[src/rtl/mem_port_arbiter_if.sv]
// Bundles the I-cache, D-cache and downstream memory port signals of the arbiter.
// slave is the arbiter's view; master is the view of the caches plus memory around it.
interface mem_port_arbiter_if #(
  parameter int LINE_W = 128,
  parameter int ADR_W  = 12
);
  logic              i_read;
  logic [ADR_W-1:0]  i_address;
  logic [LINE_W-1:0] i_rdata;
  logic              i_resp;
  logic              d_read;
  logic              d_write;
  logic [ADR_W-1:0]  d_address;
  logic [LINE_W-1:0] d_wdata;
  logic [LINE_W-1:0] d_rdata;
  logic              d_resp;
  logic              mem_read;
  logic              mem_write;
  logic [ADR_W-1:0]  mem_address;
  logic [LINE_W-1:0] mem_wdata;
  logic [LINE_W-1:0] mem_rdata;
  logic              mem_resp;

  modport slave (
    input  i_read, i_address, d_read, d_write, d_address, d_wdata, mem_rdata, mem_resp,
    output i_rdata, i_resp, d_rdata, d_resp, mem_read, mem_write, mem_address, mem_wdata
  );

  modport master (
    output i_read, i_address, d_read, d_write, d_address, d_wdata, mem_rdata, mem_resp,
    input  i_rdata, i_resp, d_rdata, d_resp, mem_read, mem_write, mem_address, mem_wdata
  );
endinterface

[src/rtl/mem_port_arbiter.sv]
// Round-robin arbiter sharing one line-wide memory port between the I-side and D-side miss paths.
// state   | meaning
// IDLE    | sample requests, grant one, register the downstream command
// SERVE_I | I-cache read outstanding downstream
// SERVE_D | D-cache read or writeback outstanding downstream
// DONE    | resp pulse cycle; requests ignored so the winner can drop its request
module mem_port_arbiter #(
  parameter int LINE_W = 128,
  parameter int ADR_W  = 12
) (
  input  logic                 clk,
  input  logic                 rst_n,
  mem_port_arbiter_if.slave    bus
);

  typedef enum logic [1:0] {IDLE, SERVE_I, SERVE_D, DONE} state_t;

  state_t state;
  logic   last_grant_d;
  logic   i_req;
  logic   d_req;

  assign i_req = bus.i_read;
  assign d_req = bus.d_read | bus.d_write;

  always_ff @(posedge clk or negedge rst_n) begin
    if (!rst_n) begin
      state           <= IDLE;
      last_grant_d    <= 1'b0;
      bus.mem_read    <= 1'b0;
      bus.mem_write   <= 1'b0;
      bus.mem_address <= {ADR_W{1'b0}};
      bus.mem_wdata   <= {LINE_W{1'b0}};
      bus.i_rdata     <= {LINE_W{1'b0}};
      bus.d_rdata     <= {LINE_W{1'b0}};
      bus.i_resp      <= 1'b0;
      bus.d_resp      <= 1'b0;
    end else begin
      bus.i_resp <= 1'b0;
      bus.d_resp <= 1'b0;
      unique case (state)
        IDLE: begin
          // On a tie the requester that did not win last time gets the port.
          if (i_req && (!d_req || last_grant_d)) begin
            bus.mem_address <= bus.i_address;
            bus.mem_read    <= 1'b1;
            bus.mem_write   <= 1'b0;
            last_grant_d    <= 1'b0;
            state           <= SERVE_I;
          end else if (d_req) begin
            bus.mem_address <= bus.d_address;
            bus.mem_wdata   <= bus.d_wdata;
            bus.mem_write   <= bus.d_write;
            bus.mem_read    <= ~bus.d_write;
            last_grant_d    <= 1'b1;
            state           <= SERVE_D;
          end
        end
        SERVE_I: begin
          if (bus.mem_resp) begin
            bus.mem_read <= 1'b0;
            bus.i_rdata  <= bus.mem_rdata;
            bus.i_resp   <= 1'b1;
            state        <= DONE;
          end
        end
        SERVE_D: begin
          if (bus.mem_resp) begin
            // mem_write still holds the registered command type here.
            if (!bus.mem_write) bus.d_rdata <= bus.mem_rdata;
            bus.mem_read  <= 1'b0;
            bus.mem_write <= 1'b0;
            bus.d_resp    <= 1'b1;
            state         <= DONE;
          end
        end
        DONE: state <= IDLE;
        default: state <= IDLE;
      endcase
    end
  end

endmodule

[src/flat_wrapper.sv]
// flat-port wrapper written by rule: the top's interface ports become plain ports
module mem_port_arbiter_flat 
#(
  parameter int LINE_W = 128,
  parameter int ADR_W  = 12
)
  (clk, rst_n, bus_i_read, bus_i_address, bus_d_read, bus_d_write, bus_d_address, bus_d_wdata, bus_mem_rdata, bus_mem_resp, bus_i_rdata, bus_i_resp, bus_d_rdata, bus_d_resp, bus_mem_read, bus_mem_write, bus_mem_address, bus_mem_wdata);
  mem_port_arbiter_if #(.LINE_W(LINE_W), .ADR_W(ADR_W)) bus_i ();
  input  logic clk;
  input  logic rst_n;
  input wire logic [$bits(bus_i.i_read)-1:0] bus_i_read;
  input wire logic [$bits(bus_i.i_address)-1:0] bus_i_address;
  input wire logic [$bits(bus_i.d_read)-1:0] bus_d_read;
  input wire logic [$bits(bus_i.d_write)-1:0] bus_d_write;
  input wire logic [$bits(bus_i.d_address)-1:0] bus_d_address;
  input wire logic [$bits(bus_i.d_wdata)-1:0] bus_d_wdata;
  input wire logic [$bits(bus_i.mem_rdata)-1:0] bus_mem_rdata;
  input wire logic [$bits(bus_i.mem_resp)-1:0] bus_mem_resp;
  output wire logic [$bits(bus_i.i_rdata)-1:0] bus_i_rdata;
  output wire logic [$bits(bus_i.i_resp)-1:0] bus_i_resp;
  output wire logic [$bits(bus_i.d_rdata)-1:0] bus_d_rdata;
  output wire logic [$bits(bus_i.d_resp)-1:0] bus_d_resp;
  output wire logic [$bits(bus_i.mem_read)-1:0] bus_mem_read;
  output wire logic [$bits(bus_i.mem_write)-1:0] bus_mem_write;
  output wire logic [$bits(bus_i.mem_address)-1:0] bus_mem_address;
  output wire logic [$bits(bus_i.mem_wdata)-1:0] bus_mem_wdata;
  assign bus_i.i_read = bus_i_read;
  assign bus_i.i_address = bus_i_address;
  assign bus_i.d_read = bus_d_read;
  assign bus_i.d_write = bus_d_write;
  assign bus_i.d_address = bus_d_address;
  assign bus_i.d_wdata = bus_d_wdata;
  assign bus_i.mem_rdata = bus_mem_rdata;
  assign bus_i.mem_resp = bus_mem_resp;
  assign bus_i_rdata = bus_i.i_rdata;
  assign bus_i_resp = bus_i.i_resp;
  assign bus_d_rdata = bus_i.d_rdata;
  assign bus_d_resp = bus_i.d_resp;
  assign bus_mem_read = bus_i.mem_read;
  assign bus_mem_write = bus_i.mem_write;
  assign bus_mem_address = bus_i.mem_address;
  assign bus_mem_wdata = bus_i.mem_wdata;
  mem_port_arbiter #(.LINE_W(LINE_W), .ADR_W(ADR_W)) u_core (.clk(clk), .rst_n(rst_n), .bus(bus_i));
endmodule
[config.mk]
export PLATFORM = sky130hd
export DESIGN_NAME = mem_port_arbiter_flat
export DESIGN_NICKNAME = d
export VERILOG_FILES = /design/src/rtl/mem_port_arbiter_if.sv /design/src/rtl/mem_port_arbiter.sv /design/src/flat_wrapper.sv
export SDC_FILE = /design/constraint.sdc
export NUM_CORES = 1
export LEC_CHECK = 0
export BUFFER_PORTS_ARGS = -buffer_cell sky130_fd_sc_hd__buf_4
export CORE_AREA = 2 2 264 266
export CTS_CLUSTER_SIZE = 40
export DETAILED_ROUTE_END_ITERATION = 12
export DIE_AREA = 0 0 266 268
export GPL_ROUTABILITY_DRIVEN = 0
export PLACE_DENSITY = 0.46
export SLEW_MARGIN = 20
export SYNTH_ARGS = -nofsm -noshare
export SYNTH_HDL_FRONTEND = slang
export SYNTH_SLANG_ARGS = --single-unit
[constraint.sdc]
create_clock -name clk -period 1.78 [get_ports clk]
set_input_delay 0.445 -clock clk [delete_from_list [all_inputs] [get_ports clk]]
set_output_delay 0.445 -clock clk [all_outputs]
set_load 0.01 [all_outputs]
# Word level (Yosys, flattened, before mapping)
# Index checks and enable logic that the tools add are counted.
# totals
reg_bits	403
input_bits	286
output_inout_bits	400
# op_classes
n_eq_ne	6
n_mux	18
bitwise_logic	4
n_reduce_logical	15
# ops
operator	n
$mux 12	2
$reduce_and 3->1	4
$mux 1	10
$mux 2	3
$pmux 2 s3	1
$reduce_and 2->1	3
$reduce_bool 2->1	3
$eq 2x2->1 const B	2
$pmux 1 s2	2
$ne 3x1->1 const B	1
$not 1->1	3
$eq 2x1->1 const B	1
$logic_not 2->1	1
$ne 2x1->1 const B	1
$ne 2x2->1 const B	1
$reduce_or 2->1	1
$logic_and 1x1->1	1
$logic_not 1->1	1
$logic_or 1x1->1	1
$or 1x1->1	1

# Longest topological paths before layout
# logic_depth
word_depth	6
ltp_mapped	8
depth_no_buf	5

# Least setup slack after synthesis
# No wires, ideal clock.
# synth_timing
kind	reg-to-reg
startpoint	register u_core.state[0]
endpoint	register u_core.bus.mem_wdata[100]
setup_ns	0.125
arrival_ns	1.705
required_time_ns	1.655
setup_slack_ns	-0.050
stages_incl_launch_ff	9
path_buffers	3
synth_period_minus_slack_ns	1.830
cell_sequence	dfrtp_1 -> inv_1 -> ha_1 -> buf_2 -> inv_1 -> a211o_4 -> buf_12 -> buf_12 -> mux2_4
# synth_between
elab_chain_len	2
# synth_rtl
item	line_no	source
from (decl)	mem_port_arbiter.sv:18	state_t state;
from (signal assigned)	mem_port_arbiter.sv:28	state <= IDLE;
from (signal assigned)	mem_port_arbiter.sv:49	state <= SERVE_I;
from (signal assigned)	mem_port_arbiter.sv:56	state <= SERVE_D;
$logic_not 2->1	mem_port_arbiter.sv:41	unique case (state)
$reduce_and 3->1 (no source line)	n/a	
to (signal assigned)	mem_port_arbiter.sv:33	bus.mem_wdata <= {LINE_W{1'b0}};
to (signal assigned)	mem_port_arbiter.sv:52	bus.mem_wdata <= bus.d_wdata;
to (decl)	mem_port_arbiter_if.sv:26	output i_rdata, i_resp, d_rdata, d_resp, mem_read, mem_write, mem_address, mem_wdata
# Every way passes these cells.
# A chain may end at the register's enable or synchronous reset.

# Worst setup path after layout
# layout_timing
startpoint	register u_core.state[1]
endpoint	register u_core.bus.mem_wdata[39]
# Same word-level chain as after synthesis.

==> PnR_summary.wiki <==
{| class="wikitable"
! Metric !! Value
|-
| Outcome || complete, no violations
|-
| Period Utilization, post-route || 99.80%
|-
| Minimum period implied by the final worst setup slack || between 1500 and 2000 ps
|-
| Setup repair bufs after CTS || 0
|-
| Peak clock frequency supported by timing || 562.9 MHz
|-
| Height of the die || ~270 µm
|-
| CTS buffer count || 46
|-
| GR Util All Layers || around 14%
|-
| Core Rows || 96
|-
| CTS sink count || about 400
|-
| Post-Synthesis Mean Instance Area || 17.05 µm²
|-
| Mapped Cells || about 920
|-
| Distinct cell type count after synthesis || 34
|-
| Clock latency reported for the late side of the worst-skew pair || between 500 and 600 ps
|-
| Most frequent cells in the layout || sky130_fd_sc_hd__buf_4 (713), sky130_fd_sc_hd__dfrtp_1 (403), sky130_fd_sc_hd__mux2_2 (259)
|-
| Filler instances || approximately 6,700
|-
| Area growth from synthesis to layout || 54.55%
|-
| Count of flip-flops with a built-in enable after synthesis || 0
|-
| Class of the tightest hold or removal check || primary input to register
|-
| Iteration-0 DRC Markers || roughly 350
|-
| Clock tree from TritonCTS || done
|-
| Detail Route Antenna Nets || 0
|-
| Number of standard cells in the final layout excluding fillers || 2,594
|-
| Remaining routing DRC violations || 0
|-
| Number of max-cap violations || 0
|-
| Effective utilization at floorplan || a little under a quarter
|-
| Detail-routed via count per cell || 4.094
|-
| Fraction of synthesis flops using an asynchronous set or reset pin || 100.0%
|-
| Tightest Pin Transition || slightly above 400 ps
|-
| Port Buf Inserts || 685
|-
| CP startpoint kind || register
|-
| Syn nets || between 1,000 and 1,500
|-
| Number of search-and-repair iterations in the first detailed-routing pass || 4
|-
| Element type at the critical path end || register
|-
| Clock Pin Slew Worst Setup and Hold Paths || 60 ps
|-
| H-tree Lvls || 2
|-
| Initial antenna violation count || 1
|-
| # placed instances || roughly 2,500
|-
| Relative max-transition margin || 72.37%
|-
| Buffer type at the clock tree root || sky130_fd_sc_hd__clkbuf_16
|-
| Total number of yosys warnings || 0
|-
| # setup viols final || 0
|-
| Worst EP required || 2230 ps
|-
| Critical path type || register to register
|-
| Area used by sequential logic in the layout || just over 0.01 mm²
|-
| Combined area of the multi-input logic cells || around 0.0053 mm²
|-
| Clock skew || 18.18 ps
|-
| Post-placement worst setup slack || -0.9913 ps
|-
| Final Hold Viols || 0
|-
| Die Outline Area || just over 0.07 mm²
|-
| Leading cell type in the layout, fill and taps excluded || sky130_fd_sc_hd__buf_4
|-
| Post-detailed-routing wire length || 53,830 µm
|-
| Final global-route overflow total || 0
|-
| Synth Flop Type || sky130_fd_sc_hd__dfrtp_1
|-
| Wire length of the first global-routing pass || approximately 75,000 µm
|-
| CP arrival || around 2200 ps
|-
| Ratio of cells with drive above 1 in the final layout || a little under three quarters
|-
| Total number of nets in the final design || roughly 2,000
|-
| Worst-path maximum fanout || 8
|-
| Vias || roughly 11,000
|-
| Dpl hpwl || around 40,000 µm
|-
| Worst IR drop on VDD || a little under 0.9 mV
|-
| Maximum clock path buffer count || 3
|-
| Maximum number of pins on one net before global-route repair || approximately 60
|-
| Post-synthesis register bit count || slightly above 400
|-
| Worst setup slack after layout || around 3.5 ps
|-
| Seq/Total Area, Yosys || between 60% and 70%
|-
| Horizontal die dimension || about 270 µm
|-
| Post-Route Hold Slack || 96.60 ps
|-
| Setup repair after global routing missed its margin || true
|-
| Number of max-slew violations in the final report || 0
|-
| Via count of the first global-routing pass || between 10,000 and 15,000
|-
| Core Footprint || 0.06823 mm²
|-
| Number of top-level pins || 686
|-
| Leakage || 11.86 nW
|-
| P per Cell Area || roughly 2000 mW/mm²
|-
| Post-DR wirelength/cell || between 20 and 25 µm
|-
| Inserted Diodes || 0
|-
| Cell area after synthesis || 0.01574 mm²
|}
==> final timing paths <==
path                                                    startpoint                               endpoint  slack [ps]  cells past startpoint
worst max-delay path                   u_core.state[1]$_DFFE_PN0P_   u_core.bus.mem_wdata[39]$_DFFE_PN0P_           4                      6
worst min-delay path                              bus_d_wdata[113]  u_core.bus.mem_wdata[113]$_DFFE_PN0P_         100                      2
worst max register to register         u_core.state[1]$_DFFE_PN0P_   u_core.bus.mem_wdata[39]$_DFFE_PN0P_           4                      6
worst min register to register  u_core.bus.d_rdata[68]$_DFFE_PN0P_     u_core.bus.d_rdata[68]$_DFFE_PN0P_         500                      1
max in group asynchronous                                    rst_n   u_core.bus.mem_wdata[31]$_DFFE_PN0P_         690                      3
min in group asynchronous                                    rst_n    u_core.bus.mem_wdata[1]$_DFFE_PN0P_         350                      2
==> layout make-up <==
cell class                 count  share of cell area (%)
timing repair buffer         754                   25.39
clock buffer                  69                   5.704
inverter                       7                  0.1286
clock inverter                13                  0.7973
multi-input combinational    466                   21.98
tap                          882                   4.537
sequential                   403                   41.46
==> cells in the mapped netlist, types with 3 or more instances <==
cell type	count	share of area [%]
sky130_fd_sc_hd__dfrtp_1	403	64
sky130_fd_sc_hd__mux2_2	275	20
sky130_fd_sc_hd__mux2_4	109	10
sky130_fd_sc_hd__buf_2	25	0.79
sky130_fd_sc_hd__o21ai_0	15	0.48
sky130_fd_sc_hd__a31oi_1	12	0.48
sky130_fd_sc_hd__nand3_1	12	0.38
sky130_fd_sc_hd__nor2_1	12	0.29
sky130_fd_sc_hd__buf_12	11	1.4
sky130_fd_sc_hd__clkbuf_1	8	0.19
sky130_fd_sc_hd__inv_1	6	0.14
sky130_fd_sc_hd__buf_1	3	0.072
sky130_fd_sc_hd__ha_1	3	0.24
sky130_fd_sc_hd__nand2b_1	3	0.12
==> worst max-delay path, cell delays in order, from the launching register on <==
cell and delay (ps):
sky130_fd_sc_hd__dfrtp_1 410, sky130_fd_sc_hd__inv_2 90, sky130_fd_sc_hd__ha_4 160, sky130_fd_sc_hd__inv_6 50, sky130_fd_sc_hd__a211o_4 420, sky130_fd_sc_hd__clkbuf_16 220, sky130_fd_sc_hd__mux2_4 290
==> flip-flops by register name, summed over array words and instances (netlist names) <==
signal / flops
u_core.bus.mem_wdata: 128
u_core.bus.d_resp: 1
u_core.bus.i_resp: 1
u_core.state: 2
u_core.bus.mem_read: 1
u_core.bus.mem_address: 12
u_core.bus.i_rdata: 128
u_core.bus.d_rdata: 128
u_core.bus.mem_write: 1
u_core.last_grant_d: 1
==> where the power goes <==
group	leakage, nW	internal, W	switching [W]
Combinational	6.31	0.0130	0.00894
Clock	0.777	0.00596	0.00389
Sequential	4.77	0.0139	0.00273
Total	11.9	0.0328	0.0156
==> repair_timing <==
item	CTS	global route
pin swaps	0	2
hold endpoints to repair	12	0
hold buffers	1	0
gates cloned	0	18
setup endpoints to repair	43	251
gates resized for setup	1	46
==> stage by stage <==
step	utilization (%)	cell area [µm²]	TNS [ps]	total power [W]
6_report	35.65	24320	0	0.04840
5_1_grt	35.65	24320	-5074	0.05114
4_1_cts	34.85	23780	-254.5	0.04807
3_5_place_dp	32.51	22180	-2.022	0.03790
3_3_place_gp	32.51	22180	0	0.03757
2_1_floorplan	-	15750	-368.0	0.02678
==> cells by family after synthesis <==
logic type | count (synthesis) | share of synthesized area, %
fa+ha+maj | 3 | 0.2385
mux | 385 | 30.14
flops | 403 | 64.08
compound gates | 40 | 1.669
buf+inv | 56 | 2.766
simple gates | 36 | 1.113
==> per-layer routing <==
| metal | part of all wire, % | vias up | wire [µm] | global-route usage [%] |
|---|---|---|---|---|
| li1 | - | 4812 | - | - |
| met5 | 0 | - | 0 | 0 |
| met2 | 52 | 434 | 28260 | 24.48 |
| met3 | 8.1 | 78 | 4365 | 4.857 |
| met1 | 37 | 5295 | 19930 | 15.52 |
| met4 | 2.4 | 0 | 1277 | 3.948 |
No activity file was read; power rests on OpenSTA's default activity.
